<file path="src/rtl/dmem_access.sv">
// Memory-stage data access unit: turns EX-stage load/store requests into word-wide bus
// cycles with byte enables, extracts load lanes, and reports misalignment and bus timeouts.
module dmem_access #(
  parameter int unsigned TIMEOUT_CYCLES = 255
) (
  input  logic        clk,
  input  logic        rst_n,
  input  logic        in_valid,
  input  logic [1:0]  in_op,
  input  logic [1:0]  in_sz,
  input  logic        in_unsigned,
  input  logic [31:0] in_addr,
  input  logic [31:0] in_data,
  input  logic [4:0]  in_reg_addr,
  output logic        stall_o,
  output logic [31:0] bus_address,
  output logic [3:0]  bus_byte_en,
  output logic        bus_read,
  output logic        bus_write,
  output logic [31:0] bus_wrdata,
  input  logic [31:0] bus_rddata,
  input  logic        bus_ack,
  output logic        out_valid,
  output logic [31:0] out_data,
  output logic [4:0]  out_reg_addr,
  output logic        exc_adel,
  output logic        exc_ades,
  output logic        exc_bus,
  output logic [31:0] bad_vaddr
);

  localparam logic [1:0] OP_D2R  = 2'd0;
  localparam logic [1:0] OP_M2R  = 2'd1;
  localparam logic [1:0] OP_R2M  = 2'd2;
  localparam logic [1:0] SZ_BYTE = 2'd0;
  localparam logic [1:0] SZ_HALF = 2'd1;

  typedef enum logic {IDLE, BUS} state_t;

  state_t      state, state_next;
  logic [31:0] lat_addr;
  logic [1:0]  lat_sz;
  logic        lat_unsigned;
  logic        lat_is_load;
  logic [4:0]  lat_reg;
  logic [31:0] wait_cnt;

  logic        accept, is_load, is_store, misaligned, timeout_hit;
  logic [3:0]  req_be;
  logic [31:0] req_wrdata;
  logic [31:0] rd_shift;
  logic [7:0]  ld_byte;
  logic [15:0] ld_half;
  logic [31:0] load_value;

  // Upstream handshake: a request is taken on any edge where in_valid=1 and stall_o=0;
  // while stall_o=1 the upstream holds its request unchanged.
  assign stall_o = (state == BUS);

  always_comb begin
    accept      = (state == IDLE) && in_valid;
    is_load     = (in_op == OP_M2R);
    is_store    = (in_op == OP_R2M);
    misaligned  = 1'b0;
    req_be      = 4'b1111;
    req_wrdata  = in_data;
    case (in_sz)
      SZ_BYTE: begin
        req_be     = 4'b0001 << in_addr[1:0];
        req_wrdata = {4{in_data[7:0]}};
      end
      SZ_HALF: begin
        misaligned = in_addr[0];
        req_be     = in_addr[1] ? 4'b1100 : 4'b0011;
        req_wrdata = {2{in_data[15:0]}};
      end
      default: misaligned = |in_addr[1:0];
    endcase
    // Ack on the timeout edge wins, so the timeout only fires without ack.
    timeout_hit = (TIMEOUT_CYCLES != 0) && !bus_ack &&
                  ((wait_cnt + 32'd1) == TIMEOUT_CYCLES);
  end

  always_comb begin
    rd_shift = bus_rddata >> {lat_addr[1:0], 3'b000};
    ld_byte  = rd_shift[7:0];
    ld_half  = lat_addr[1] ? bus_rddata[31:16] : bus_rddata[15:0];
    case (lat_sz)
      SZ_BYTE: load_value = {{24{~lat_unsigned & ld_byte[7]}}, ld_byte};
      SZ_HALF: load_value = {{16{~lat_unsigned & ld_half[15]}}, ld_half};
      default: load_value = bus_rddata;
    endcase
  end

  always_comb begin
    state_next = state;
    case (state)
      IDLE: if (accept && (is_load || is_store) && !misaligned) state_next = BUS;
      BUS:  if (bus_ack || timeout_hit) state_next = IDLE;
      default: state_next = IDLE;
    endcase
  end

  always_ff @(posedge clk) begin
    if (!rst_n) begin
      state        <= IDLE;
      lat_addr     <= '0;
      lat_sz       <= '0;
      lat_unsigned <= 1'b0;
      lat_is_load  <= 1'b0;
      lat_reg      <= '0;
      wait_cnt     <= '0;
      bus_address  <= '0;
      bus_byte_en  <= '0;
      bus_read     <= 1'b0;
      bus_write    <= 1'b0;
      bus_wrdata   <= '0;
      out_valid    <= 1'b0;
      out_data     <= '0;
      out_reg_addr <= '0;
      exc_adel     <= 1'b0;
      exc_ades     <= 1'b0;
      exc_bus      <= 1'b0;
      bad_vaddr    <= '0;
    end else begin
      state        <= state_next;
      out_valid    <= 1'b0;
      out_data     <= '0;
      out_reg_addr <= '0;
      exc_adel     <= 1'b0;
      exc_ades     <= 1'b0;
      exc_bus      <= 1'b0;
      bad_vaddr    <= '0;
      case (state)
        IDLE: if (accept) begin
          lat_addr     <= in_addr;
          lat_sz       <= in_sz;
          lat_unsigned <= in_unsigned;
          lat_is_load  <= is_load;
          lat_reg      <= in_reg_addr;
          if (!is_load && !is_store) begin
            out_valid    <= 1'b1;
            out_data     <= in_data;
            out_reg_addr <= in_reg_addr;
          end else if (misaligned) begin
            out_valid <= 1'b1;
            exc_adel  <= is_load;
            exc_ades  <= is_store;
            bad_vaddr <= in_addr;
          end else begin
            bus_address <= {in_addr[31:2], 2'b00};
            bus_byte_en <= req_be;
            bus_read    <= is_load;
            bus_write   <= is_store;
            bus_wrdata  <= req_wrdata;
            wait_cnt    <= '0;
          end
        end
        BUS: begin
          if (bus_ack) begin
            bus_read     <= 1'b0;
            bus_write    <= 1'b0;
            bus_byte_en  <= '0;
            out_valid    <= 1'b1;
            out_data     <= lat_is_load ? load_value : 32'd0;
            out_reg_addr <= lat_is_load ? lat_reg : 5'd0;
          end else if (timeout_hit) begin
            bus_read    <= 1'b0;
            bus_write   <= 1'b0;
            bus_byte_en <= '0;
            out_valid   <= 1'b1;
            exc_bus     <= 1'b1;
            bad_vaddr   <= lat_addr;
          end else begin
            wait_cnt <= wait_cnt + 32'd1;
          end
        end
        default: ;
      endcase
    end
  end

  // Keeps the unused OP_D2R encoding documented next to its siblings.
  logic unused_ok;
  assign unused_ok = &{1'b0, OP_D2R};

endmodule

</file>
<file path="config.mk">
export PLATFORM = sky130hd
export DESIGN_NAME = dmem_access
export DESIGN_NICKNAME = d
export VERILOG_FILES = /design/src/rtl/dmem_access.sv
export SDC_FILE = /design/constraint.sdc
export NUM_CORES = 1
export LEC_CHECK = 0
export CORE_MARGIN = 1.5
export CORE_UTILIZATION = 40
export CTS_CLUSTER_SIZE = 30
export DETAILED_ROUTE_END_ITERATION = 10
export GPL_ROUTABILITY_DRIVEN = 0
export PLACE_DENSITY = 0.68
export SLEW_MARGIN = 10
export SYNTH_ARGS = -nofsm -noshare
export SYNTH_HDL_FRONTEND = slang
export SYNTH_SLANG_ARGS = --single-unit
</file>
<file path="constraint.sdc">
create_clock -name clk -period 3.64 [get_ports clk]
set_input_delay 0.91 -clock clk [delete_from_list [all_inputs] [get_ports clk]]
set_output_delay 0.91 -clock clk [all_outputs]
set_load 0.03 [all_outputs]
</file>
==> results of run 1 <==
==> stage by stage <==
stage | total power (µW) | instances | hold WS, ns | util [%] | worst slack, ns
5_1_grt | 6000 | 1761 | 0.466 | 56.4 | 0.0157
3_3_place_gp | 3340 | 1715 | 0.441 | 52.8 | 0.205
3_5_place_dp | 3350 | 1715 | 0.446 | 52.8 | 0.128
2_1_floorplan | 2950 | 1202 | 0.436 | - | 0.545
4_1_cts | 5840 | 1759 | 0.454 | 56.3 | 0.0891
6_report | 5790 | 1761 | 0.451 | 56.4 | 0.162
==> final timing paths <==
kind / startpoint / endpoint / slack [ns] / depth (start not counted)
worst min register to register: bus_address[7]$_SDFFE_PN0P_ / bus_address[7]$_SDFFE_PN0P_ / 0.45 / 2
worst max register to register: wait_cnt[2]$_SDFFE_PN0P_ / wait_cnt[8]$_SDFFE_PN0P_ / 0.16 / 9
worst max-delay path: wait_cnt[2]$_SDFFE_PN0P_ / wait_cnt[8]$_SDFFE_PN0P_ / 0.16 / 9
worst min-delay path: bus_address[7]$_SDFFE_PN0P_ / bus_address[7]$_SDFFE_PN0P_ / 0.45 / 2
==> placed cells by master (no fill, tap or decap), types with 5 or more instances in the layout <==
cell	n
a211oi_1	13
o211ai_1	6
a311oi_1	10
or4_1	7
clkbuf_16	24
nor2b_1	5
mux2i_1	19
nor3_1	12
a22oi_1	7
o221ai_1	8
nor4_1	11
dfxtp_1	215
a221oi_1	8
a22o_1	32
clkdlybuf4s50_1	251
a31oi_1	21
nand2_1	272
a21oi_1	148
nor2_1	65
clkinv_2	5
clkbuf_8	6
or2_2	8
nand3_1	26
nand4_1	16
o21ai_0	60
inv_1	27
and3_1	10
buf_4	41
xnor2_1	6
o31ai_1	6
or3_1	10
a21o_1	8
==> cell type report <==
class                   instances  share of cell area, %
clock buffers                  32                   5.23
clock inverters                12                   1.00
inverters                      28                  0.815
multi-input cells             861                   35.6
flip-flops and latches        215                   32.6
well taps                     319                   3.02
repair buffers                294                   21.7
==> what timing repair did <==
item	4_1_cts	5_1_grt
hold endpoints to repair	0	0
gates resized for setup	0	2
setup buffers	0	2
setup endpoints to repair	0	41
==> metal layers <==
metal / up-vias / wire (µm)
li1: 4673 / -
met1: 4496 / 12800
met2: 432 / 15400
met3: 76 / 2860
met4: 0 / 1170
met5: - / 0
==> critical path: cells and delay by family (launching register included) <==
kind	cells	cell delay (ns)
and+or+nand+nor	5	2.21
DFF	1	0.55
buffers and inverters	1	0.23
AOI/OAI and AO/OA	2	0.21
xor gates and xnor gates	1	0.14
==> kinds of logic (layout without fill, tap and decap cells) <==
logic type,after synthesis,count (layout),synth area share (%)
and+or+nand+nor,473,473,22.6
AOI/OAI and AO/OA,355,355,23.2
DFF,215,215,45.2
buffers and inverters,126,366,5.69
muxes,19,19,2.00
xor gates and xnor gates,8,8,0.736
adders and majority gates,4,4,0.526
other,1,2,0.0394
==> power groups by stage <==
stage | registers (µW) | clock network (µW) | logic (µW)
floorplan | 2660 | 0 | 290
global placement | 2550 | 0 | 794
detailed placement | 2550 | 0 | 799
CTS | 2500 | 2540 | 802
global route | 2510 | 2630 | 863
finish | 2500 | 2480 | 805
==> metrics.md, run 1 <==
| Metric | Value |
|---|---|
| Critical path cell sequence | nand4_4, or4_4, nor4_2, xor2_1, or4_1, or2_2, buf_4, a31oi_1, a31oi_1 |
| Post-route cell area | 13200 µm² |
| Filler cells | 2178 |
| IO Pins | 254 |
| Total Nets Final | 1538 |
| P&R area growth vs syn | 38.7% |
| CTS tree | yes |
| Synthesized instance count | 1201 |
| H-tree levels | 1 |
| Critical setup path kind | reg -> reg |
| GRT Overall Usage | 25.5% |
| Row cnt | 56 |
| M1 GR Usage | 30.9% |
| Area leader, netlist | dfxtp_1 |
| Slew HR | 45.6% |
| Post-DP HPWL | 22800 µm |
| Outcome | completed |
| Dominant cell by count in the synthesized netlist | nand2_1 |
| Number of global-route vias before repair | 9064 |
| Arrival time worst endpoint | 3.87 ns |
| Mapped cell area | 9520 µm² |
| RSZ-0062 raised after global routing | false |
| Drt first pass iters | 5 |
| Post-route ant nets | 0 |
| Final Hold Viols | 0 |
| Power per cell area | 438 nW/µm² |
| Clock Tree Root | clkbuf_16 |
| Die area | 24700 µm² |
| Worst hold path class | reg -> reg |
| Critical path startpoint category | register |
| Register Area | 4300 µm² |
| Fraction of power consumed by sequential logic | 43.2% |
| Wirelength per Cell | 18.3 µm |
| Int Pwr | 4260 µW |
| Starting density of the core | 40.7% |
| Met2 Usage GRT | 43.6% |
| Crit. End Element | register |
| Clock slew at reported path FFs | 0.06 ns |
| Clock power share | 42.9% |
| Fmax | 288 MHz |
| Core ar. | 23400 µm² |
| Detailed Route Iter0 Violations | 841 |
| Tcrit/Tclk final | 95.6% |
| Final count of negative-setup-slack endpoints | 0 |
| IO Port Bufs | 251 |
| First-pass GRT wire length | 49600 µm |
| Yosys reg bits | 215 |
| Top-area cell type share of the netlist area | 45.2% |
| Worst Skew | 0.0134 ns |
| Mean Syn Cell Area | 7.92 µm² |
| Fraction of layout cells with a size suffix above 1 | 7.70% |
| Max Cap Violations | 0 |
| Antenna violations before repair | 0 |
| Combinational share of power | 13.9% |
| Die Span X | 157 µm |
| Ys flop type | dfxtp_1 |
| Worst-case vdd ir drop | 0.000306 V |
| Switch share | 26.4% |
| Height of the die | 157 µm |
| Largest cells by area after synthesis | dfxtp_1, nand2_1, a21oi_1 |
| Synth top cells by count | nand2_1, dfxtp_1, a21oi_1 |
| Final Max Tran Viols | 0 |
| Via density | 5.50 |
| Synth Warn # | 0 |
| Worst-path maximum fanout | 11 |
| Switching pwr | 1530 µW |
| Cts hold-fix bufs | 0 |
| TritonCTS Buffers | 24 |
| WL final | 32200 µm |
| Post-Route Setup TNS | 0 ns |
| Area of placed instances | 12400 µm² |
| DRC | 0 |
| Total gr overflow | 0 |
| Via count | 9677 |
| Tightest Pin Transition | 0.812 ns |
| Global routing usage on met3 | 5.97% |
| Post-route minimum period | 3.48 ns |
| Number of library cell types mapped by synthesis | 66 |
| Slowest stage cell on the critical path | or4_4 |
| Final antenna diode count | 0 |
| Share of synthesized flip-flops with an asynchronous set or reset | 0% |
| Sequential share of the synthesized area | 45.2% |
| Cell mode on critical path | a31oi_1 |
| Leakage | 0.00473 µW |
| Crit-path max cell delay | 0.61 ns |
| Clock latency on the worst-skew pair | 0.52 ns |
| GRT Max-Usage Layer | met2 |
| Post-synth EDFFs | 0 |
| Clock Tree Buf Depth | 3 |
| Area of the multi-input gates | 4700 µm² |
| Clk sinks | 215 |
| Critical Path RT | 4.03 ns |
| Pin count of the biggest net entering global routing | 96 |
No activity file was read; power rests on OpenSTA's default activity.
==> inputs of run 2 (changes only) <==
TNS_END_PERCENT = 50   (was default)
==> results of run 2 <==
Final layout, timing and power as in run 1 (identical DEF).
